==> src/rtl/id_stage_param.sv <==
`default_nettype none
// ============================================================================
// Module      : id_stage_param
// Description : Parametrised MIPS instruction-decode stage. It holds the
//               register file and decodes the control word. It detects
//               load-use hazards and resolves BEQ/BNE/J/JAL/JR/JALR
//               redirects in ID. Its registered outputs form the ID/EX
//               pipeline register.
// Ports       : i_clk/i_reset_n      clock, async active-low reset
//               i_instruction/i_pc   instruction and its PC+4 from IF/ID
//               i_valid/i_halt       IF/ID occupancy, stage freeze
//               i_wb_write_*         register-file write port from WB
//               i_ex_mem_read/i_ex_rt load currently in EX (hazard check)
//               o_stall/o_jump/o_jump_address/o_flush_if  combinational
//               o_valid, o_RA/o_RB, fields, o_inmediato, o_link,
//               o_WB_*/o_MEM_*/o_EX_*  registered ID/EX contents
// Revision    : 1.0  initial release
// ============================================================================
module id_stage_param #(
    parameter int DATA_WIDTH = 32,
    parameter int REG_ADDR_W = 5,
    parameter int PC_WIDTH   = 32,
    parameter bit WB_BYPASS  = 1'b1
) (
    input  logic                  i_clk,
    input  logic                  i_reset_n,
    input  logic [31:0]           i_instruction,
    input  logic [PC_WIDTH-1:0]   i_pc,
    input  logic                  i_valid,
    input  logic                  i_halt,
    input  logic                  i_wb_write_enable,
    input  logic [REG_ADDR_W-1:0] i_wb_write_addr,
    input  logic [DATA_WIDTH-1:0] i_wb_write_data,
    input  logic                  i_ex_mem_read,
    input  logic [REG_ADDR_W-1:0] i_ex_rt,
    output logic                  o_stall,
    output logic                  o_jump,
    output logic [PC_WIDTH-1:0]   o_jump_address,
    output logic                  o_flush_if,
    output logic                  o_valid,
    output logic [DATA_WIDTH-1:0] o_RA,
    output logic [DATA_WIDTH-1:0] o_RB,
    output logic [REG_ADDR_W-1:0] o_rs,
    output logic [REG_ADDR_W-1:0] o_rt,
    output logic [REG_ADDR_W-1:0] o_rd,
    output logic [4:0]            o_shamt,
    output logic [5:0]            o_funct,
    output logic [5:0]            o_opcode,
    output logic [DATA_WIDTH-1:0] o_inmediato,
    output logic [PC_WIDTH-1:0]   o_link,
    output logic                  o_WB_mem_to_reg_ID,
    output logic                  o_WB_write_reg_ID,
    output logic                  o_MEM_mem_read_ID,
    output logic                  o_MEM_mem_write_ID,
    output logic                  o_MEM_signed_ID,
    output logic [1:0]            o_MEM_size_ID,
    output logic [1:0]            o_EX_reg_dest_ID,
    output logic [1:0]            o_EX_ALU_op_ID,
    output logic                  o_EX_ALU_src_ID
);

    localparam int         NUM_REGS = 2**REG_ADDR_W;
    localparam logic [5:0] c_FN_JR   = 6'b001000;
    localparam logic [5:0] c_FN_JALR = 6'b001001;

    // ---------------- instruction fields ----------------
    logic [5:0]            w_opcode;
    logic [5:0]            w_funct;
    logic [4:0]            w_shamt;
    logic [15:0]           w_imm16;
    logic [REG_ADDR_W-1:0] w_rs;
    logic [REG_ADDR_W-1:0] w_rt;
    logic [REG_ADDR_W-1:0] w_rd;

    assign w_opcode = i_instruction[31:26];
    assign w_funct  = i_instruction[5:0];
    assign w_shamt  = i_instruction[10:6];
    assign w_imm16  = i_instruction[15:0];
    assign w_rs     = REG_ADDR_W'(i_instruction[25:21]);
    assign w_rt     = REG_ADDR_W'(i_instruction[20:16]);
    assign w_rd     = REG_ADDR_W'(i_instruction[15:11]);

    // ---------------- register file ----------------
    logic [DATA_WIDTH-1:0] r_regs [NUM_REGS];

    always_ff @(posedge i_clk or negedge i_reset_n) begin
        if (!i_reset_n) begin
            for (int i = 0; i < NUM_REGS; i++) begin
                r_regs[i] <= '0;
            end
        end else if (i_wb_write_enable && (i_wb_write_addr != '0)) begin
            r_regs[i_wb_write_addr] <= i_wb_write_data;
        end
    end

    // A WB write landing this edge is forwarded to the read ports so the
    // instruction in ID sees the value it would see one cycle later.
    logic                  w_hit_rs;
    logic                  w_hit_rt;
    logic [DATA_WIDTH-1:0] w_ra;
    logic [DATA_WIDTH-1:0] w_rb;

    assign w_hit_rs = WB_BYPASS && i_wb_write_enable && (i_wb_write_addr == w_rs);
    assign w_hit_rt = WB_BYPASS && i_wb_write_enable && (i_wb_write_addr == w_rt);
    assign w_ra = (w_rs == '0) ? '0 : (w_hit_rs ? i_wb_write_data : r_regs[w_rs]);
    assign w_rb = (w_rt == '0) ? '0 : (w_hit_rt ? i_wb_write_data : r_regs[w_rt]);

    // ---------------- control decode ----------------
    // mem_to_reg = 1 selects the ALU/link result, 0 selects load data.
    logic       w_known, w_wr, w_mread, w_mwrite, w_signed, w_alu_src, w_m2r;
    logic       w_uses_rt, w_zext, w_is_beq, w_is_bne, w_is_j, w_is_jr;
    logic [1:0] w_size, w_dest, w_alu_op;

    always_comb begin
        w_known   = 1'b0;
        w_wr      = 1'b0;
        w_mread   = 1'b0;
        w_mwrite  = 1'b0;
        w_signed  = 1'b0;
        w_alu_src = 1'b0;
        w_m2r     = 1'b1;
        w_uses_rt = 1'b0;
        w_zext    = 1'b0;
        w_is_beq  = 1'b0;
        w_is_bne  = 1'b0;
        w_is_j    = 1'b0;
        w_is_jr   = 1'b0;
        w_size    = 2'd0;
        w_dest    = 2'd0;
        w_alu_op  = 2'd0;
        case (w_opcode[5:3])
            3'b000: begin
                case (w_opcode[2:0])
                    3'b000: begin                       // R-type, incl. JR/JALR
                        w_known   = 1'b1;
                        w_uses_rt = 1'b1;
                        w_alu_op  = 2'd2;
                        w_dest    = 2'd1;
                        w_wr      = (w_funct != c_FN_JR);
                        w_is_jr   = (w_funct == c_FN_JR) || (w_funct == c_FN_JALR);
                    end
                    3'b010: begin                       // J
                        w_known = 1'b1;
                        w_is_j  = 1'b1;
                    end
                    3'b011: begin                       // JAL links into r31
                        w_known = 1'b1;
                        w_is_j  = 1'b1;
                        w_wr    = 1'b1;
                        w_dest  = 2'd2;
                    end
                    3'b100, 3'b101: begin               // BEQ / BNE
                        w_known   = 1'b1;
                        w_uses_rt = 1'b1;
                        w_alu_op  = 2'd1;
                        w_is_beq  = ~w_opcode[0];
                        w_is_bne  = w_opcode[0];
                    end
                    default: ;
                endcase
            end
            3'b001: begin                               // ALU immediates
                w_known   = 1'b1;
                w_wr      = 1'b1;
                w_alu_src = 1'b1;
                w_alu_op  = 2'd3;
                w_zext    = w_opcode[2] && (w_opcode[1:0] != 2'b11);  // ANDI/ORI/XORI
            end
            3'b100: begin                               // LB LH LW LBU LHU
                if (w_opcode[2:0] inside {3'b000, 3'b001, 3'b011, 3'b100, 3'b101}) begin
                    w_known   = 1'b1;
                    w_wr      = 1'b1;
                    w_mread   = 1'b1;
                    w_m2r     = 1'b0;
                    w_alu_src = 1'b1;
                    w_signed  = ~w_opcode[2];
                    w_size    = w_opcode[1:0];
                end
            end
            3'b101: begin                               // SB SH SW
                if (w_opcode[2:0] inside {3'b000, 3'b001, 3'b011}) begin
                    w_known   = 1'b1;
                    w_mwrite  = 1'b1;
                    w_uses_rt = 1'b1;
                    w_alu_src = 1'b1;
                    w_size    = w_opcode[1:0];
                end
            end
            default: ;
        endcase
    end

    // ---------------- hazard, redirect, immediate ----------------
    logic                  w_bubble;
    logic                  w_taken;
    logic [PC_WIDTH-1:0]   w_br_off;
    logic [DATA_WIDTH-1:0] w_imm;

    assign o_stall  = i_ex_mem_read && (i_ex_rt != '0) &&
                      ((i_ex_rt == w_rs) || ((i_ex_rt == w_rt) && w_uses_rt));
    assign w_bubble = o_stall || !i_valid || (i_instruction == 32'd0) || !w_known;

    assign w_taken    = w_is_j || w_is_jr || (w_is_beq && (w_ra == w_rb)) ||
                        (w_is_bne && (w_ra != w_rb));
    assign o_jump     = w_taken && i_valid && !o_stall && !i_halt;
    assign o_flush_if = o_jump;

    assign w_br_off = {{(PC_WIDTH-18){w_imm16[15]}}, w_imm16, 2'b00};
    assign w_imm    = w_zext ? {{(DATA_WIDTH-16){1'b0}}, w_imm16}
                             : {{(DATA_WIDTH-16){w_imm16[15]}}, w_imm16};

    always_comb begin
        if (w_is_jr) begin
            o_jump_address = w_ra[PC_WIDTH-1:0];
        end else if (w_is_j) begin
            o_jump_address = {i_pc[PC_WIDTH-1:28], i_instruction[25:0], 2'b00};
        end else begin
            o_jump_address = i_pc + w_br_off;
        end
    end

    // ---------------- ID/EX register ----------------
    // Halt freezes the whole register; a bubble clears only validity and controls.
    always_ff @(posedge i_clk or negedge i_reset_n) begin
        if (!i_reset_n) begin
            o_valid            <= 1'b0;
            o_RA               <= '0;
            o_RB               <= '0;
            o_rs               <= '0;
            o_rt               <= '0;
            o_rd               <= '0;
            o_shamt            <= '0;
            o_funct            <= '0;
            o_opcode           <= '0;
            o_inmediato        <= '0;
            o_link             <= '0;
            o_WB_mem_to_reg_ID <= 1'b0;
            o_WB_write_reg_ID  <= 1'b0;
            o_MEM_mem_read_ID  <= 1'b0;
            o_MEM_mem_write_ID <= 1'b0;
            o_MEM_signed_ID    <= 1'b0;
            o_MEM_size_ID      <= 2'd0;
            o_EX_reg_dest_ID   <= 2'd0;
            o_EX_ALU_op_ID     <= 2'd0;
            o_EX_ALU_src_ID    <= 1'b0;
        end else if (!i_halt) begin
            o_valid            <= !w_bubble;
            o_RA               <= w_ra;
            o_RB               <= w_rb;
            o_rs               <= w_rs;
            o_rt               <= w_rt;
            o_rd               <= w_rd;
            o_shamt            <= w_shamt;
            o_funct            <= w_funct;
            o_opcode           <= w_opcode;
            o_inmediato        <= w_imm;
            o_link             <= i_pc;
            o_WB_mem_to_reg_ID <= w_m2r && !w_bubble;
            o_WB_write_reg_ID  <= w_wr && !w_bubble;
            o_MEM_mem_read_ID  <= w_mread && !w_bubble;
            o_MEM_mem_write_ID <= w_mwrite && !w_bubble;
            o_MEM_signed_ID    <= w_signed && !w_bubble;
            o_MEM_size_ID      <= w_bubble ? 2'd0 : w_size;
            o_EX_reg_dest_ID   <= w_bubble ? 2'd0 : w_dest;
            o_EX_ALU_op_ID     <= w_bubble ? 2'd0 : w_alu_op;
            o_EX_ALU_src_ID    <= w_alu_src && !w_bubble;
        end
    end

endmodule
`default_nettype wire
==> config.mk <==
export PLATFORM = sky130hd
export DESIGN_NAME = id_stage_param
export DESIGN_NICKNAME = d
export VERILOG_FILES = /design/src/rtl/id_stage_param.sv
export SDC_FILE = /design/constraint.sdc
export NUM_CORES = 2
export LEC_CHECK = 0
export BUFFER_PORTS_ARGS = -buffer_cell sky130_fd_sc_hd__buf_2
export CORE_UTILIZATION = 35
export DETAILED_ROUTE_END_ITERATION = 16
export PLACE_DENSITY = 0.46
export SLEW_MARGIN = 20
export SYNTH_ARGS = -nofsm -noshare
export SYNTH_HDL_FRONTEND = slang
export SYNTH_SLANG_ARGS = --single-unit
==> constraint.sdc <==
create_clock -name i_clk -period 4.6 [get_ports i_clk]
set_clock_uncertainty 0.05 [all_clocks]
set_input_delay 0.46 -clock i_clk [delete_from_list [all_inputs] [get_ports i_clk]]
set_output_delay 0.46 -clock i_clk [all_outputs]
set_load 0.01 [all_outputs]
Word level (Yosys, flattened, before mapping)
Index checks and enable logic that the tools add are counted.
{"block": "totals", "regBits": 1197, "input_bits": 112, "out_inout_bits": 208, "elab_cells": 175}
{"block": "classes", "n_addsub": 1, "magnitude_cmp": 4, "n_eq_ne": 18, "mux": 50, "bitwise_logic": 5, "n_reduce_logical": 45}
{"operator": "$bwmux 1024", "count": 1}
{"operator": "$mux 32", "count": 12}
{"operator": "$bmux 32 s5", "count": 2}
{"operator": "$demux 32 s5", "count": 1}
{"operator": "$add 32x32->32", "count": 1}
{"operator": "$eq 32x32->1", "count": 1}
{"operator": "$logic_not 32->1", "count": 1}
{"operator": "$ne 32x32->1", "count": 1}
{"operator": "$eq 5x5->1", "count": 4}
{"operator": "$logic_and 1x1->1", "count": 19}
{"operator": "$mux 1", "count": 19}
{"operator": "$ge 6x6->1 const B", "count": 3}
{"operator": "$not 5->6", "count": 3}
{"operator": "$pmux 2 s2", "count": 4}
{"operator": "$reduce_bool 5->1", "count": 3}
{"operator": "$eq 3x3->1 const B", "count": 4}
{"operator": "$eq 6x4->1 const B", "count": 2}
{"operator": "$mux 2", "count": 6}
{"operator": "$logic_not 5->1", "count": 2}
{"operator": "$logic_or 1x1->1", "count": 8}
{"operator": "$eq 3x1->1 const B", "count": 2}
{"operator": "$eq 3x2->1 const B", "count": 2}
{"operator": "$logic_not 3->1", "count": 2}
{"operator": "$lt 6x1->1 const B", "count": 1}
{"operator": "11 further kinds", "count": 19}

Longest topological paths before layout
{"block": "depth", "word_depth": 13, "ltp_mapped": 19, "ltp_nobuf": 14}

Worst setup path before layout
No wires, ideal clock.
{"block": "synth_timing", "kind": "input port to output port", "from": "input i_instruction[21]", "to": "output o_jump", "t_arrival_ns": 3.880, "required_time_ns": 4.090, "path_slack_ns": 0.210, "cell_stages": 17, "cell_sequence": "buf_6 -> buf_6 -> buf_6 -> buf_4 -> buf_2 -> mux4_2 -> a22oi_1 -> a21oi_1 -> nor3_1 -> nor2_1 -> xor2_1 -> a2111oi_0 -> nand4_1 -> nor4_1 -> o21ai_1 -> a21boi_1 -> buf_4"}
{"block": "synth_between", "elab_chain_cells": 13, "word_cells_on_any_way": 22, "cone_classes": "4 x eq/ne; 5 x mux; 1 x bitwise; 12 x reduce/logical"}
{"item": "start: declaration", "line": "27", "text": "input logic [31:0] i_instruction,"}
{"item": "$not 5->6 (not written as such)", "line": "105", "text": "assign w_ra = (w_rs == '0) ? '0 : (w_hit_rs ? i_wb_write_data : r_regs[w_rs]);"}
{"item": "$bmux 32 s5", "line": "105"}
{"item": "$mux 32 (not written as such) (2 in a row)", "line": "105"}
{"item": "$mux 32 (2 in a row)", "line": "105"}
{"item": "$eq 32x32->1", "line": "203", "text": "assign w_taken = w_is_j || w_is_jr || (w_is_beq && (w_ra == w_rb)) ||"}
{"item": "$logic_and 1x1->1", "line": "203"}
{"item": "$logic_or 1x1->1 (2 in a row)", "line": "203"}
{"item": "$logic_and 1x1->1", "line": "205", "text": "assign o_jump = w_taken && i_valid && !o_stall && !i_halt;"}
{"item": "$logic_and 1x1->1 (*) (2 in a row)", "line": "205"}
{"item": "end: declaration", "line": "37", "text": "output logic o_jump,"}
Mark *: on every way between the ends. The rest lies on a longest branch, timed or not. The select of a mux whose other input is x is not followed.

Final worst setup path
{"block": "layout_timing", "from": "input i_instruction[19]", "to": "output o_flush_if"}
{"block": "layout_between", "elab_chain_cells": 13, "word_cells_on_any_way": 23, "cone_classes": "4 x eq/ne; 5 x mux; 1 x bitwise; 13 x reduce/logical"}
{"item": "$not 5->6 (not written as such)", "line": "106", "text": "assign w_rb = (w_rt == '0) ? '0 : (w_hit_rt ? i_wb_write_data : r_regs[w_rt]);"}
{"item": "$bmux 32 s5", "line": "106"}
{"item": "$mux 32 (not written as such) (2 in a row)", "line": "106"}
{"item": "$mux 32 (2 in a row)", "line": "106"}
{"item": "$eq 32x32->1", "line": "203"}
{"item": "$logic_and 1x1->1", "line": "203"}
{"item": "$logic_or 1x1->1 (2 in a row)", "line": "203"}
{"item": "$logic_and 1x1->1", "line": "205"}
{"item": "$logic_and 1x1->1 (*) (2 in a row)", "line": "205"}
{"item": "end: declaration", "line": "39", "text": "output logic o_flush_if,"}
Marked as above.

==> flow_metrics.env <==
export IMPL_arrival_ps=4620
export IMPL_hold_class="input port to flop"
export IMPL_syn_inst=4521
export IMPL_required_ps=4090
export IMPL_ys_seq_area_frac=0.461
export IMPL_fmax_mhz=195
export IMPL_dp_cells=7359
export IMPL_syn_area_per_cell_um2=14.0
export IMPL_synth_main_ff_cell="dfrtp_1"
export IMPL_leakagePower_nw=34.0
export IMPL_finalWorstSetupSlack_ps=-535
export IMPL_max_vdd_ir_drop_mv=0.424
export IMPL_h_tree_depth=4
export IMPL_slew_headroom=0.224
export IMPL_crit_path_start_kind="input port"
export IMPL_syn_area_um2=63200
export IMPL_path_class="input port to output port"
export IMPL_clkTransAtPathRegs_ps=60
export IMPL_rows=155
export IMPL_antenna_found_initial=20
export IMPL_status="finished with violations"
export IMPL_final_hold_violation_count=0
export IMPL_synth_top_cell_by_area="dfrtp_1"
export IMPL_gp_congestion=0.891
export IMPL_cts_path_max_buffers=3
export IMPL_grt_pass1_vias=45879
export IMPL_final_cells=7685
export IMPL_crit_fanout=11
export IMPL_synth_seq_cells=1166
export IMPL_worst_slew_pin_slew_ps=1160
export IMPL_drt_initial_drc_count=4358
export IMPL_start_util=0.353
export IMPL_first_pass_iters=5
export IMPL_detail_route_antenna_nets=0
export IMPL_synth_area_leaders="dfrtp_1, mux2_2, mux4_2"
export IMPL_cts_made_buffers=142
export IMPL_cts_tree="yes"
export IMPL_fin_crit_sh=1.12
export IMPL_tns_ps=-1070
export IMPL_grt_pass1_wl_um=373000
export IMPL_wl_per_cell_um=34.7
export IMPL_routed_wl_um=267000
export IMPL_die_area_um2=182000
export IMPL_nNetsFinal=5352
export IMPL_die_x_um=427
export IMPL_dp_hpwl_um=184000
export IMPL_gr_total_overflow=0
export IMPL_area_delta_synth_final_pct=22.7
export IMPL_drv_slew=0
export IMPL_routed_via_count=45786
export IMPL_setup_viol=2
export IMPL_violations="setup timing"
export IMPL_syn_nets=4663
export IMPL_p_per_area_nw_per_um2=427
export IMPL_pin_count=320
export IMPL_numClockSinks=1166
export IMPL_synth_top_area_frac=0.461
export IMPL_port_buffers=319
export IMPL_grt_total_usage=0.292
export IMPL_drive_gt1_frac=0.546
export IMPL_root_buffer="clkbuf_16"
export IMPL_endpoint_kind="output port"
export IMPL_grt_max_degree=112
export IMPL_synth_most_common_cell="dfrtp_1"
export IMPL_rsz0062_at_grt="true"
export IMPL_via_per_inst=5.96
export IMPL_drcViolationCount=0
export IMPL_yosysUniqueCellTypes=76
export IMPL_clkLatencyLatePin_ps=810
export IMPL_ys_async_sr_fraction=1.00
export IMPL_yosys_warnings=0
export IMPL_period_minus_slack_ps=5130
export IMPL_die_h_um=427
export IMPL_coreArea_um2=179000
export IMPL_synthTopCellsByCount="dfrtp_1, mux2_2, mux4_2, clkbuf_1, nand2_1"
export IMPL_power_mw=33.1
export IMPL_maxCapViolations=0
export IMPL_place_ws_ps=-789
export IMPL_synth_edff_count=0
-- layout by cell type (no fill, tap or decap), types with 36 or more instances in the layout --
cell	n
a21oi_1	96
o22ai_1	46
nand2_1	152
nor3_1	36
buf_4	572
buf_12	100
dfrtp_1	1166
mux2_2	1086
o21ai_0	93
clkbuf_16	146
a22oi_1	99
dlygate4sd3_1	55
buf_2	310
mux2i_1	90
mux4_2	495
clkbuf_8	38
nand3_1	41
xnor2_1	42
nor2_1	86
-- area by class of cell --
cell class	instances	area, um^2
Tap cell	2355	2950
Fill cell	16417	101000
Antenna cell	4	10.0
Timing Repair Buffer	1044	8500
Clock buffer	205	4260
Inverter	23	86.3
Sequential cell	1166	29200
Multi-Input combinational cell	2833	32000
Clock inverter	55	597
-- routing by layer --
layer | vias to the layer above | wire length [um] | GRT usage
met5 | - | 83 | 0
met4 | 12 | 9560 | 0.100
met3 | 417 | 17900 | 0.0533
met2 | 1881 | 127000 | 0.474
met1 | 24757 | 113000 | 0.392
li1 | 18719 | - | -
-- power by group --
group / total (mW) / switching, mW / internal, mW
Combinational: 7.86 / 3.56 / 4.30
Sequential: 13.5 / 1.39 / 12.2
Clock: 11.7 / 4.82 / 6.91
Total: 33.1 / 9.76 / 23.4
-- per-stage QoR --
step           cell area (um^2)  utilization  hold WS (ps)
6_report                  77600        0.433          63.7
3_3_place_gp              71800        0.401           327
5_1_grt                   77600        0.433          25.8
4_1_cts                   77400        0.432          8.21
2_1_floorplan             63200            -           114
3_5_place_dp              71800        0.401           332
-- state kept, by name (all words and copies together), names as in the netlist, 2 cells and up --
signal	flops
o_MEM_size_ID	2
o_rs	5
o_rt	5
o_rd	4
r_regs	1024
o_EX_reg_dest_ID	2
o_link	32
o_inmediato	4
o_RA	32
o_funct	5
o_RB	32
o_opcode	6
o_EX_ALU_op_ID	2
o_shamt	4
-- what timing repair did --
item / CTS / global route
pin swaps: 12 / 9
gates cloned: 0 / 0
gates resized for setup: 27 / 34
hold buffers: 55 / 0
buffers inserted: 4 / 4
setup endpoints to repair: 5 / 9
endpoints found under the hold margin: 144 / 0
-- logic make-up after synthesis --
family	synth area share
mux	0.384
flops	0.461
compound gates	0.0587
buf+inv	0.0406
simple gates	0.0399
xor+xnor	0.00914
fa+ha+maj	0.00605
-- final timing paths --
| kind | to | depth (start not counted) | start | slack (ps) |
|---|---|---|---|---|
| max in group asynchronous | r_regs[474]$_DFFE_PN0P_ | 3 | i_reset_n | 2810 |
| setup / recovery | o_flush_if | 14 | i_instruction[19] | -530 |
| hold / removal | r_regs[812]$_DFFE_PN0P_ | 2 | i_wb_write_data[12] | 60 |
| min in group asynchronous | o_opcode[1]$_DFFE_PN0N_ | 2 | i_reset_n | 290 |
| setup reg to reg | o_RA[0]$_DFFE_PN0N_ | 7 | r_regs[192]$_DFFE_PN0P_ | 2020 |
| hold reg to reg | r_regs[1023]$_DFFE_PN0P_ | 0 | r_regs[1023]$_DFFE_PN0P_ | 340 |
-- critical path: stages --
cell	delay, ps
buf_2	250
or2_2	430
nor4_2	510
buf_4	330
a21oi_1	150
buf_4	230
a32oi_1	360
xnor2_1	210
nand2_1	150
or4b_4	610
o31a_1	350
o21ai_4	230
a21boi_2	110
buf_2	180
No activity file was read; power rests on OpenSTA's default activity.
